## config.mk

```make
export PLATFORM = sky130hd
export DESIGN_NAME = alu_arbiter
export DESIGN_NICKNAME = d
export VERILOG_FILES = /design/src/rtl/alu_arbiter.sv
export SDC_FILE = /design/constraint.sdc
export NUM_CORES = 1
export LEC_CHECK = 0
export BUFFER_PORTS_ARGS = -buffer_cell sky130_fd_sc_hd__buf_2
export CORE_MARGIN = 3
export CORE_UTILIZATION = 44
export DETAILED_ROUTE_END_ITERATION = 10
export PLACE_DENSITY = 0.79
export SLEW_MARGIN = 20
export SYNTH_ARGS = -nofsm -noshare
export SYNTH_HDL_FRONTEND = slang
export SYNTH_SLANG_ARGS = --single-unit
```

## constraint.sdc

```tcl
create_clock -name clk -period 1.65 [get_ports clk]
set_input_delay 0.33 -clock clk [delete_from_list [all_inputs] [get_ports clk]]
set_output_delay 0.33 -clock clk [all_outputs]
set_load 0.05 [all_outputs]
```

## src/rtl/alu_arbiter.sv

```systemverilog
// alu_arbiter: round-robin two-client front end for a registered-latency 8-bit ALU.
// Optional feature: define ALU_ARB_DIVZERO_EN to reject op 5 with b == 0 without issuing it.
module alu_arbiter #(
  parameter int ALU_LAT = 2
) (
  input  logic        clk,
  input  logic        rst_n,
  input  logic        req0_valid,
  output logic        req0_ready,
  input  logic [3:0]  req0_op,
  input  logic [7:0]  req0_a,
  input  logic [7:0]  req0_b,
  input  logic        req1_valid,
  output logic        req1_ready,
  input  logic [3:0]  req1_op,
  input  logic [7:0]  req1_a,
  input  logic [7:0]  req1_b,
  output logic        rsp0_valid,
  input  logic        rsp0_ready,
  output logic        rsp1_valid,
  input  logic        rsp1_ready,
  output logic [15:0] rsp_y,
  output logic        rsp_carry,
  output logic        rsp_zero,
  output logic        rsp_err,
  output logic [7:0]  alu_a,
  output logic [7:0]  alu_b,
  output logic [3:0]  alu_s,
  output logic        alu_en,
  input  logic [15:0] alu_y,
  input  logic        alu_carry,
  output logic        busy
);
  typedef enum logic [1:0] {IDLE, EXEC, RESP} state_t;
  state_t      state;
  logic        last_grant;
  logic        id;
  logic [3:0]  cnt;
  logic        grant0;
  logic        grant1;
  logic        accept;
  logic        div_zero;
  logic        rsp_done;
  logic [3:0]  op;
  logic [7:0]  a;
  logic [7:0]  b;
  // Round-robin winner selection; ready is offered only to the winner and only in IDLE
  always_comb begin
    grant0     = req0_valid && (!req1_valid || last_grant);
    grant1     = req1_valid && (!req0_valid || !last_grant);
    req0_ready = (state == IDLE) && grant0;
    req1_ready = (state == IDLE) && grant1;
    accept     = req0_ready || req1_ready;
    op         = grant1 ? req1_op : req0_op;
    a          = grant1 ? req1_a : req0_a;
    b          = grant1 ? req1_b : req0_b;
    rsp_done   = (rsp0_valid && rsp0_ready) || (rsp1_valid && rsp1_ready);
    busy       = state != IDLE;
  end
`ifdef ALU_ARB_DIVZERO_EN
  assign div_zero = (op == 4'd5) && (b == 8'd0);
  // Error flag raised by a rejected divide, cleared by any normal capture
  always_ff @(posedge clk) begin
    if (!rst_n) rsp_err <= 1'b0;
    else if (state == IDLE && accept && div_zero) rsp_err <= 1'b1;
    else if (state == EXEC && cnt == 4'd0) rsp_err <= 1'b0;
  end
`else
  assign div_zero = 1'b0;
  assign rsp_err  = 1'b0;
`endif
  // Control FSM: accept, wait out the ALU latency, capture and hold the response
  always_ff @(posedge clk) begin
    if (!rst_n) begin
      state      <= IDLE;
      last_grant <= 1'b1;
      id         <= 1'b0;
      cnt        <= 4'd0;
      alu_a      <= 8'd0;
      alu_b      <= 8'd0;
      alu_s      <= 4'd0;
      alu_en     <= 1'b1;
      rsp_y      <= 16'd0;
      rsp_carry  <= 1'b0;
      rsp_zero   <= 1'b0;
      rsp0_valid <= 1'b0;
      rsp1_valid <= 1'b0;
    end else begin
      alu_en <= 1'b0;
      case (state)
        IDLE: if (accept) begin
          id         <= grant1;
          last_grant <= grant1;
          cnt        <= 4'(ALU_LAT);
          if (div_zero) begin
            state      <= RESP;
            rsp_y      <= 16'hFFFF;
            rsp_carry  <= 1'b0;
            rsp_zero   <= 1'b0;
            rsp0_valid <= !grant1;
            rsp1_valid <= grant1;
          end else begin
            state <= EXEC;
            alu_a <= a;
            alu_b <= b;
            alu_s <= op;
          end
        end
        EXEC: if (cnt == 4'd0) begin
          state      <= RESP;
          rsp_y      <= alu_y;
          rsp_carry  <= alu_carry;
          rsp_zero   <= alu_y == 16'd0;
          rsp0_valid <= !id;
          rsp1_valid <= id;
        end else cnt <= cnt - 4'd1;
        RESP: if (rsp_done) begin
          state      <= IDLE;
          rsp0_valid <= 1'b0;
          rsp1_valid <= 1'b0;
        end
        default: state <= IDLE;
      endcase
    end
  end
endmodule

```

==> results.py, run 1 <==
metrics = {
    "run_status": {
        "status": "finished clean",
    },
    "grt": {
        "grt_max_degree": 41,
        "grt_pass1_vias": 1876,
        "grt.overflow.total": 0,
        "groute.usage.overall_pct": 18.79,
        "antenna_found_initial": 0,
        "grt_pass1_wl_microns": 8121,
    },
    "sta": {
        "setup_viol": 0,
        "fin_crit_ps": 1606,
        "fmax_mhz": 622.7,
        "drv_slew": 0,
        "skew_ps": 8.634,
        "tns_ps": 0,
        "timing.final.crit_share_pct": 97.33,
        "layout_setup_ws_ps": 44.14,
        "rsz0062_at_grt": "yes",
        "hold_viol": 0,
    },
    "synth": {
        "ys_seq_elements": 49,
        "ys_types": 35,
        "synth_common_cells": "dfxtp_1 (49), a21oi_1 (41), nand2_1 (40)",
        "netlist.area_leader.share_pct": 48.40,
        "synth.largest_area_cell": "dfxtp_1",
        "avgSynthCellArea_sq_um": 8.699,
        "ys.warnings.count": 0,
        "synth_area_leaders": "dfxtp_1 (48%), a21oi_1 (10%), mux2i_1 (9.9%)",
        "synth_nets": 298,
        "netlist_instances": 233,
        "yosysSeqAreaShare_pct": 48.40,
        "ys.flop_type": "dfxtp_1",
        "syn-cell-area_sq_mm": 0.002027,
        "async_flop_share_pct": 0,
        "synth_edf_count": 0,
        "post-synth-top-count-cell": "dfxtp_1",
    },
    "cells_and_area": {
        "regArea_sq_um": 982.2,
        "multi_input_area_sq_um": 950.9,
        "area_growth_pct": 36.67,
        "fin_cells": 393,
        "nets": 405,
        "fin_util_pct": 62.76,
        "drive_above_1_share_pct": 38.12,
        "num_antenna_cells": 0,
        "design_area_sq_mm": 0.002770,
        "fill_cells": 393,
    },
    "hold_path": {
        "hold_depth": 3,
        "worstHoldPathType": "input port to register",
        "worstHoldEndpoint": "rsp_y[4]$_SDFFE_PN0P_",
        "min_from": "alu_y[4]",
    },
    "power": {
        "vdd_ir_drop_max_mv": 0.9549,
        "p_clk_share_pct": 19.0,
        "combPwrFrac_pct": 46.1,
        "pwr-share-seq_pct": 34.9,
        "p_leak_nw": 1.302,
        "p_sw_share_pct": 43.89,
        "internal-power_mw": 2.540,
        "p_switching_mw": 1.987,
        "power_density_mw_per_mm2": 1634,
    },
    "run": {
        "drv_cap": 0,
    },
    "floorplanning": {
        "ios": 108,
        "core_area_sq_mm": 0.004414,
        "die_y_microns": 73.87,
        "row_count": 24,
        "dieArea_sq_mm": 0.005457,
        "start_util_pct": 45.92,
        "dieWidth_microns": 73.87,
    },
    "clock_network": {
        "clock_latency_ps": 290,
        "path_clk_slew_ps": 90,
        "clockBufferDepth": 2,
        "htreeDepth": 2,
        "cts_tree": "done",
        "cts_root_buf": "clkbuf_8",
        "cts_sinks": 49,
        "numCtsBuffers": 5,
    },
    "placement": {
        "pre_cts_ws_ps": 81.12,
        "place_congestion": 0.7635,
        "io_buffers": 106,
        "hpwl_microns": 3955,
        "dp_cells": 383,
        "placed_cell_area_sq_mm": 0.002624,
    },
    "setup_path": {
        "critPathMaxFanout": 5,
        "reg2reg_to": "cnt[1]$_SDFFE_PN0P_",
        "reg2reg_from": "cnt[0]$_SDFFE_PN0P_",
        "critPathRequiredTime_ps": 1840,
        "r2r_cells": 6,
        "startpoint_type": "register",
        "arrival_ps": 1790,
        "critPathKind": "register to register",
        "end_kind": "register",
        "reg2reg_slack_ps": 40,
    },
    "detailed_routing": {
        "drc": 0,
        "drt-pass1-iter-count": 4,
        "ant_nets": 0,
        "vias_per_cell": 5.087,
        "vias": 1999,
        "drt-initial-drc-count": 99,
        "post_drt_wl_per_cell_microns": 13.15,
        "wl_microns": 5169,
    },
}
-- power by group through the flow --
stage               clock (mW)  combinational, mW  sequential, mW
detailed placement           0               2.03            1.59
CTS                      0.877               2.05            1.58
global route             0.922               2.23            1.62
floorplan                    0              0.801            2.30
finish                   0.861               2.08            1.58
global placement             0               1.99            1.59
-- cell type report --
| cell class | count | area share [%] |
|---|---|---|
| clock buffers | 7 | 3.117 |
| repair buffers | 116 | 22.99 |
| multi-input cells | 163 | 34.33 |
| well taps | 52 | 2.349 |
| flip-flops and latches | 49 | 35.46 |
| inverters | 5 | 0.6775 |
| clock inverters | 1 | 1.084 |
-- layout by cell type, fill, tap and decap left out, types with 2 or more instances in the layout --
cell,instances
nand3_1,2
mux2i_1,20
dfxtp_1,48
buf_2,105
buf_12,2
a221o_1,2
o21ai_0,3
nand4_1,2
buf_4,8
inv_1,4
clkbuf_8,6
o21ai_1,24
nand2_1,40
ha_1,2
o31ai_1,2
nand2b_1,2
a21oi_1,41
nor4_1,4
nor3_1,3
-- critical path, cell delays in order (launching register included) --
cell and delay [ps]:
dfxtp_1 330, inv_1 80, ha_1 200, nor3b_2 170, nor2_1 320, nor3_1 110, a311oi_1 300
-- kinds of logic (layout without fill, tap and decap cells) --
logic type / after synthesis / count (layout) / synth area share (%)
buffers and inverters: 21 / 129 / 5.061
flip-flops: 49 / 49 / 48.40
other: 1 / 1 / 0.1850
AND/OR/NAND/NOR: 63 / 63 / 14.51
multiplexers: 20 / 20 / 9.876
AO/OA/AOI/OAI: 77 / 77 / 20.74
adder cells (fa/ha/maj): 2 / 2 / 1.234
-- timing repair --
item	4_1_cts	5_1_grt
hold buffers	0	0
gates resized for setup	2	3
setup endpoints to repair	1	4
pin swaps	0	1
setup buffers	0	2
-- how the worst max path moves through the flow --
stage,slack (ps),startpoint,endpoint,depth (start not counted)
floorplan,60,state[0]$_SDFFE_PN0P_,req0_ready,3
global placement,240,cnt[0]$_SDFFE_PN0P_,rsp_y[4]$_SDFFE_PN0P_,7
detailed placement,80,cnt[0]$_SDFFE_PN0P_,cnt[1]$_SDFFE_PN0P_,6
CTS,50,state[0]$_SDFFE_PN0P_,req0_ready,4
global route,-30,cnt[0]$_SDFFE_PN0P_,cnt[1]$_SDFFE_PN0P_,6
finish,40,cnt[0]$_SDFFE_PN0P_,cnt[1]$_SDFFE_PN0P_,6
-- layer usage --
layer | vias up | track usage, % | share of wire, %
met5 | - | 0 | 0
met4 | 0 | 6.237 | 1.1
met3 | 7 | 4.514 | 5.6
met2 | 55 | 33.46 | 53
met1 | 905 | 21.85 | 40
li1 | 1032 | - | -
-- sequential cells by signal, indices dropped and copies added, names as in the netlist --
register and count:
rsp1_valid 1, alu_en 1, rsp_zero 1, cnt 4
alu_a 8, rsp_carry 1, id 1, last_grant 1
alu_s 4, rsp_y 16, rsp0_valid 1, state 2
alu_b 8
-- stage by stage --
stage | hold WS (ps) | power, mW
floorplan | 443.9 | 3.101
global placement | 438.9 | 3.579
detailed placement | 445.2 | 3.626
CTS | 266.2 | 4.501
global route | 270.0 | 4.771
finish | 274.5 | 4.527
(Power assumes the default switching activity.)
==> run 2, diff against run 1 <==
CORE_MARGIN = not set   (was 3)
RECOVER_POWER = 100   (was not set)
==> run 2 against run 1 <==
Compared with the run above:
- hold slack got worse by 10 ps
- register-to-register slack improved by 80 ps
- die area fell by 11%
- clock skew rose by 1.2 ps
- first-iteration DRC count fell by 9.1%
- cell count rose by 0.25%
- critical path depth fell by 2
- global-route usage rose by 2.1 points
- sequential share of layout area rose by 0.096 points
- via count rose by 3.6%
- flip-flop and latch count did not move
- clock-buffer cell count fell by 2
- largest power group unchanged
==> results.py, run 2 (synthesis gave the netlist of run 1 again) <==
metrics = {
    "setup_path": {
        "cp.depth": 4,
        "startpoint": "state[1]$_SDFFE_PN0P_",
        "reg2reg_from": "cnt[0]$_SDFFE_PN0P_",
        "cpPeakStageDelay_ps": 360,
        "critPathMaxFanout": 5,
        "reg2reg_to": "rsp_y[15]$_SDFFE_PN0P_",
        "reg2reg_slack_ps": 120,
        "startpoint_type": "register",
        "r2r_cells": 7,
        "cpLargestDelayFamily": "simple AND/OR/NAND/NOR gates",
        "critPathRequiredTime_ps": 1320,
        "setup.worst_path.end": "req0_ready",
        "cp_num_buf_inv": 1,
        "arrival_ps": 1280,
        "critPathKind": "register to output pin",
        "end_kind": "output pin",
        "crit_chain": "nor2_4, nand2_1, nor2_2, buf_6",
        "worst_path_max_delay_cell": "dfxtp_2",
    },
    "cells_and_area": {
        "num_antenna_cells": 0,
        "fill_cells": 396,
        "regArea_sq_um": 982.2,
        "fin_cells": 394,
        "nets": 407,
        "largestRegisters": "rsp_y x16, alu_a x8, alu_b x8",
        "largest_reg_flops": 16,
        "top_register": "rsp_y",
        "final_common_cell": "buf_2",
        "drive_above_1_share_pct": 38.30,
        "layout_common_cells": "buf_2 (104), dfxtp_1 (48), a21oi_1 (41)",
        "fin_util_pct": 63.01,
        "area_growth_pct": 36.30,
        "multi_input_area_sq_um": 950.9,
    },
    "grt": {
        "grt.overflow.total": 0,
        "use_met3_pct": 6.061,
        "met1_usage_pct": 23.99,
        "grt_pass1_vias": 1908,
        "antenna_found_initial": 0,
        "top_usage_layer": "met2",
        "grt_pass1_wl_microns": 8217,
        "use_met2_pct": 36.75,
        "grt_max_degree": 35,
        "groute.usage.overall_pct": 20.93,
    },
    "sta": {
        "drv_slew": 0,
        "rsz0062_at_grt": "yes",
        "fmax_mhz": 623.0,
        "timing.final.crit_share_pct": 97.27,
        "skew_ps": 9.869,
        "hold_viol": 0,
        "relSlewSlack_pct": 50.98,
        "fin_hold_ws_ps": 264.2,
        "fin_crit_ps": 1605,
        "setup_viol": 0,
        "tightest_slew_ps": 735.2,
    },
    "floorplanning": {
        "core_area_sq_mm": 0.004384,
        "row_count": 24,
        "start_util_pct": 46.23,
        "ios": 108,
        "die_y_microns": 69.87,
        "dieWidth_microns": 69.87,
        "dieArea_sq_mm": 0.004882,
    },
    "power": {
        "vdd_ir_drop_max_mv": 0.9748,
        "p_leak_nw": 1.301,
        "power_density_mw_per_mm2": 1627,
    },
    "placement": {
        "io_buffers": 106,
        "hpwl_microns": 3779,
        "place_congestion": 0.8208,
        "dp_cells": 384,
    },
    "clock_network": {
        "clockBufferDepth": 2,
        "htreeDepth": 2,
        "path_clk_slew_ps": 90,
        "cts_root_buf": "clkbuf_8",
        "numCtsBuffers": 5,
        "clock_latency_ps": 300,
        "cts_sinks": 49,
        "cts_tree": "done",
    },
    "detailed_routing": {
        "post_drt_wl_per_cell_microns": 12.77,
        "ant_nets": 0,
        "drt-initial-drc-count": 90,
        "vias": 2071,
        "drt-pass1-iter-count": 4,
        "vias_per_cell": 5.256,
        "drc": 0,
        "wl_microns": 5032,
    },
    "run": {
        "drv_cap": 0,
    },
    "hold_path": {
        "min_from": "alu_carry",
        "worstHoldPathType": "input port to register",
    },
    "run_status": {
        "status": "finished clean",
    },
}
-- run 2: area by class of cell --
cell class / instances / share of cell area (%)
Clock buffer: 5 / 2.491
Clock inverter: 2 / 1.268
Inverter: 5 / 0.6793
Multi-Input combinational cell: 163 / 34.42
Sequential cell: 49 / 35.55
Tap cell: 52 / 2.355
Timing Repair Buffer: 118 / 23.23
-- run 2: how the worst min path moves through the flow --
stage / end / depth (start not counted)
4_1_cts: rsp_carry$_SDFFE_PN0P_ / 3
3_5_place_dp: rsp_y[1]$_SDFFE_PN0P_ / 2
6_report: rsp_carry$_SDFFE_PN0P_ / 3
3_3_place_gp: rsp_y[8]$_SDFFE_PN0P_ / 2
5_1_grt: rsp_y[8]$_SDFFE_PN0P_ / 3
2_1_floorplan: rsp1_valid$_SDFFE_PN0P_ / 2
-- run 2: repair_timing --
action	CTS	global route
gates resized for setup	2	6
setup endpoints to repair	2	5
hold buffers	0	0
buffers inserted	0	3
pin swaps	0	2
-- run 2: where the power goes --
part	internal (mW)	leakage [nW]	switching, mW
clock network	0.441	0.0540	0.385
registers	1.44	0.404	0.151
logic	0.620	0.844	1.46
total	2.50	1.30	2.00
-- run 2: worst register-to-register path, cell delays in order (launching register included) --
cell     delay (ps)
dfxtp_1         320
inv_1           100
ha_1            150
nor3b_2         240
nand2_1         200
buf_4           220
nand2_1          90
a21oi_1          70
-- run 2: per-layer routing --
metal,vias up,part of all wire (%),routed length [microns]
li1,1036,-,-
met1,969,41,2055
met2,59,52,2634
met3,7,5.3,265
met4,0,1.6,78
met5,-,0,0
-- run 2: stage by stage --
stage	worst slack [ps]	total power [mW]	cell area (sq um)	setup TNS, ps
global route	-37.95	4.738	2763	-78.23
detailed placement	132.4	3.601	2619	0
CTS	25.57	4.439	2730	0
global placement	227.4	3.558	2619	0
floorplan	61.90	3.101	2027	0
finish	44.98	4.494	2763	0
==> run 3, diff against run 2 <==
REMOVE_ABC_BUFFERS = 1   (was not set)
==> run 3 against run 2 <==
Compared with the run above:
- global-route usage fell by 0.55 points
- combinational power down 8%
- critical path depth stayed put
- sequential power about the same
- non-clock buffer count down 3
- die area stayed put
- clock power shrank 8.4%
- hold slack got worse by 1.6 ps
- cell count down 0.51%
- final area fell by 3.1%
- total power shrank 5.2%
- critical path type unchanged
- largest power group unchanged
==> results.py, run 3 (synthesis gave the netlist of run 1 again) <==
metrics = {
    "run_status": {
        "status": "finished clean",
    },
    "clock_network": {
        "cts_hold_buf": 0,
        "htreeDepth": 2,
        "path_clk_slew_ps": 80,
        "cts_root_buf": "clkbuf_8",
        "cts_sinks": 49,
        "cts_tree": "done",
        "numCtsBuffers": 5,
        "clock_latency_ps": 300,
        "clockBufferDepth": 2,
    },
    "sta": {
        "hold_viol": 0,
        "layout_setup_ws_ps": 88.21,
        "fmax_mhz": 640.3,
        "fin_hold_ws_ps": 262.6,
        "tightest_slew_ps": 771.7,
        "drv_slew": 0,
        "fin_crit_ps": 1562,
        "tns_ps": 0,
        "rsz0062_at_grt": "no",
        "setup_viol": 0,
        "timing.final.crit_share_pct": 94.65,
        "skew_ps": 4.783,
        "relSlewSlack_pct": 48.49,
    },
    "cells_and_area": {
        "largestRegisters": "rsp_y x16, alu_a x8, alu_b x8",
        "top_register": "rsp_y",
        "num_antenna_cells": 0,
        "fin_util_pct": 61.07,
        "final_common_cell": "buf_2",
        "area_growth_pct": 32.10,
        "largest_reg_flops": 16,
        "fin_cells": 392,
        "drive_above_1_share_pct": 25.88,
        "nets": 404,
        "layout_common_cells": "buf_2 (63), dfxtp_1 (49), a21oi_1 (41)",
    },
    "floorplanning": {
        "core_area_sq_mm": 0.004384,
        "start_util_pct": 46.23,
        "ios": 108,
        "dieWidth_microns": 69.87,
        "row_count": 24,
        "die_y_microns": 69.87,
        "dieArea_sq_mm": 0.004882,
    },
    "power": {
        "p_switching_mw": 1.950,
        "vdd_ir_drop_max_mv": 0.7835,
        "pwr-share-seq_pct": 37.1,
        "p_leak_nw": 1.130,
        "combPwrFrac_pct": 45.1,
        "power_density_mw_per_mm2": 1591,
        "p_clk_share_pct": 17.8,
        "internal-power_mw": 2.310,
        "p_sw_share_pct": 45.77,
    },
    "detailed_routing": {
        "wl_microns": 4780,
        "drc": 0,
        "drt-initial-drc-count": 74,
        "vias_per_cell": 5.125,
        "drt-pass1-iter-count": 4,
        "post_drt_wl_per_cell_microns": 12.19,
        "vias": 2009,
        "ant_nets": 0,
    },
    "hold_path": {
        "worstHoldPathType": "input port to register",
    },
    "placement": {
        "pre_cts_ws_ps": 175.9,
        "io_buffers": 106,
        "dp_cells": 383,
        "hpwl_microns": 3531,
        "place_congestion": 0.7681,
    },
    "setup_path": {
        "end_kind": "output pin",
        "critPathRequiredTime_ps": 1320,
        "arrival_ps": 1230,
        "startpoint_type": "register",
        "critPathMaxFanout": 4,
        "critPathKind": "register to output pin",
    },
    "grt": {
        "grt_pass1_vias": 1839,
        "grt_pass1_wl_microns": 7990,
        "antenna_found_initial": 0,
        "grt_max_degree": 29,
        "groute.usage.overall_pct": 20.39,
        "grt.overflow.total": 0,
    },
    "run": {
        "drv_cap": 0,
    },
}
-- run 3: changes by cell type in the layout (fill, tap and decap cells not counted), sizes merged --
| cell | delta |
|---|---|
| buf | -46 |
| bufinv | -1 |
| clkbuf | +45 |
-- run 3: power by group through the flow --
stage / Clock (mW) / Combinational, mW / Sequential (mW)
2_1_floorplan: 0 / 0.724 / 2.30
3_3_place_gp: 0 / 1.96 / 1.59
3_5_place_dp: 0 / 1.98 / 1.60
4_1_cts: 0.778 / 2.00 / 1.58
5_1_grt: 0.821 / 2.07 / 1.61
6_report: 0.757 / 1.92 / 1.58
-- run 3: worst paths after layout --
kind | start | to | slack (ps) | cells past startpoint
hold reg to reg | rsp_y[14]$_SDFFE_PN0P_ | rsp_y[14]$_SDFFE_PN0P_ | 450 | 2
setup reg to reg | cnt[0]$_SDFFE_PN0P_ | rsp_y[8]$_SDFFE_PN0P_ | 160 | 7
setup / recovery | state[1]$_SDFFE_PN0P_ | busy | 90 | 4
hold / removal | alu_carry | rsp_carry$_SDFFE_PN0P_ | 260 | 3
-- run 3: layout make-up --
| cell class | instances | area (sq um) |
|---|---|---|
| inverter | 5 | 18.77 |
| multi-input combinational | 163 | 950.9 |
| sequential | 49 | 980.9 |
| tap | 52 | 65.06 |
| timing repair buffer | 115 | 560.5 |
| clock inverter | 1 | 5.005 |
| fill | 407 | 1707 |
| clock buffer | 7 | 96.34 |
-- run 3: timing repair --
action | in CTS | in global routing
endpoints found under the setup margin | 1 | 4
resized for setup | 2 | 3
pin swaps | 0 | 1
setup buffers | 0 | 1
gates cloned | 0 | 0
-- run 3: routing by layer --
metal | part of all wire (%) | global-route usage [%] | vias up
met5 | 0 | 0 | -
met4 | 2.0 | 7.556 | 0
met3 | 8.6 | 7.937 | 8
met2 | 47 | 34.72 | 82
met1 | 42 | 22.96 | 896
li1 | - | - | 1023
-- run 3: worst max-delay path, cell delays in order, from the launching register on --
cell and delay (ps):
dfxtp_1 440, nor2_4 70, buf_4 140, inv_1 40, buf_2 250
-- run 3: per-stage QoR --
stage	power, mW	cell area [sq um]
floorplan	3.024	1943
detailed placement	3.576	2611
global route	4.507	2678
CTS	4.352	2720
global placement	3.546	2611
finish	4.260	2678
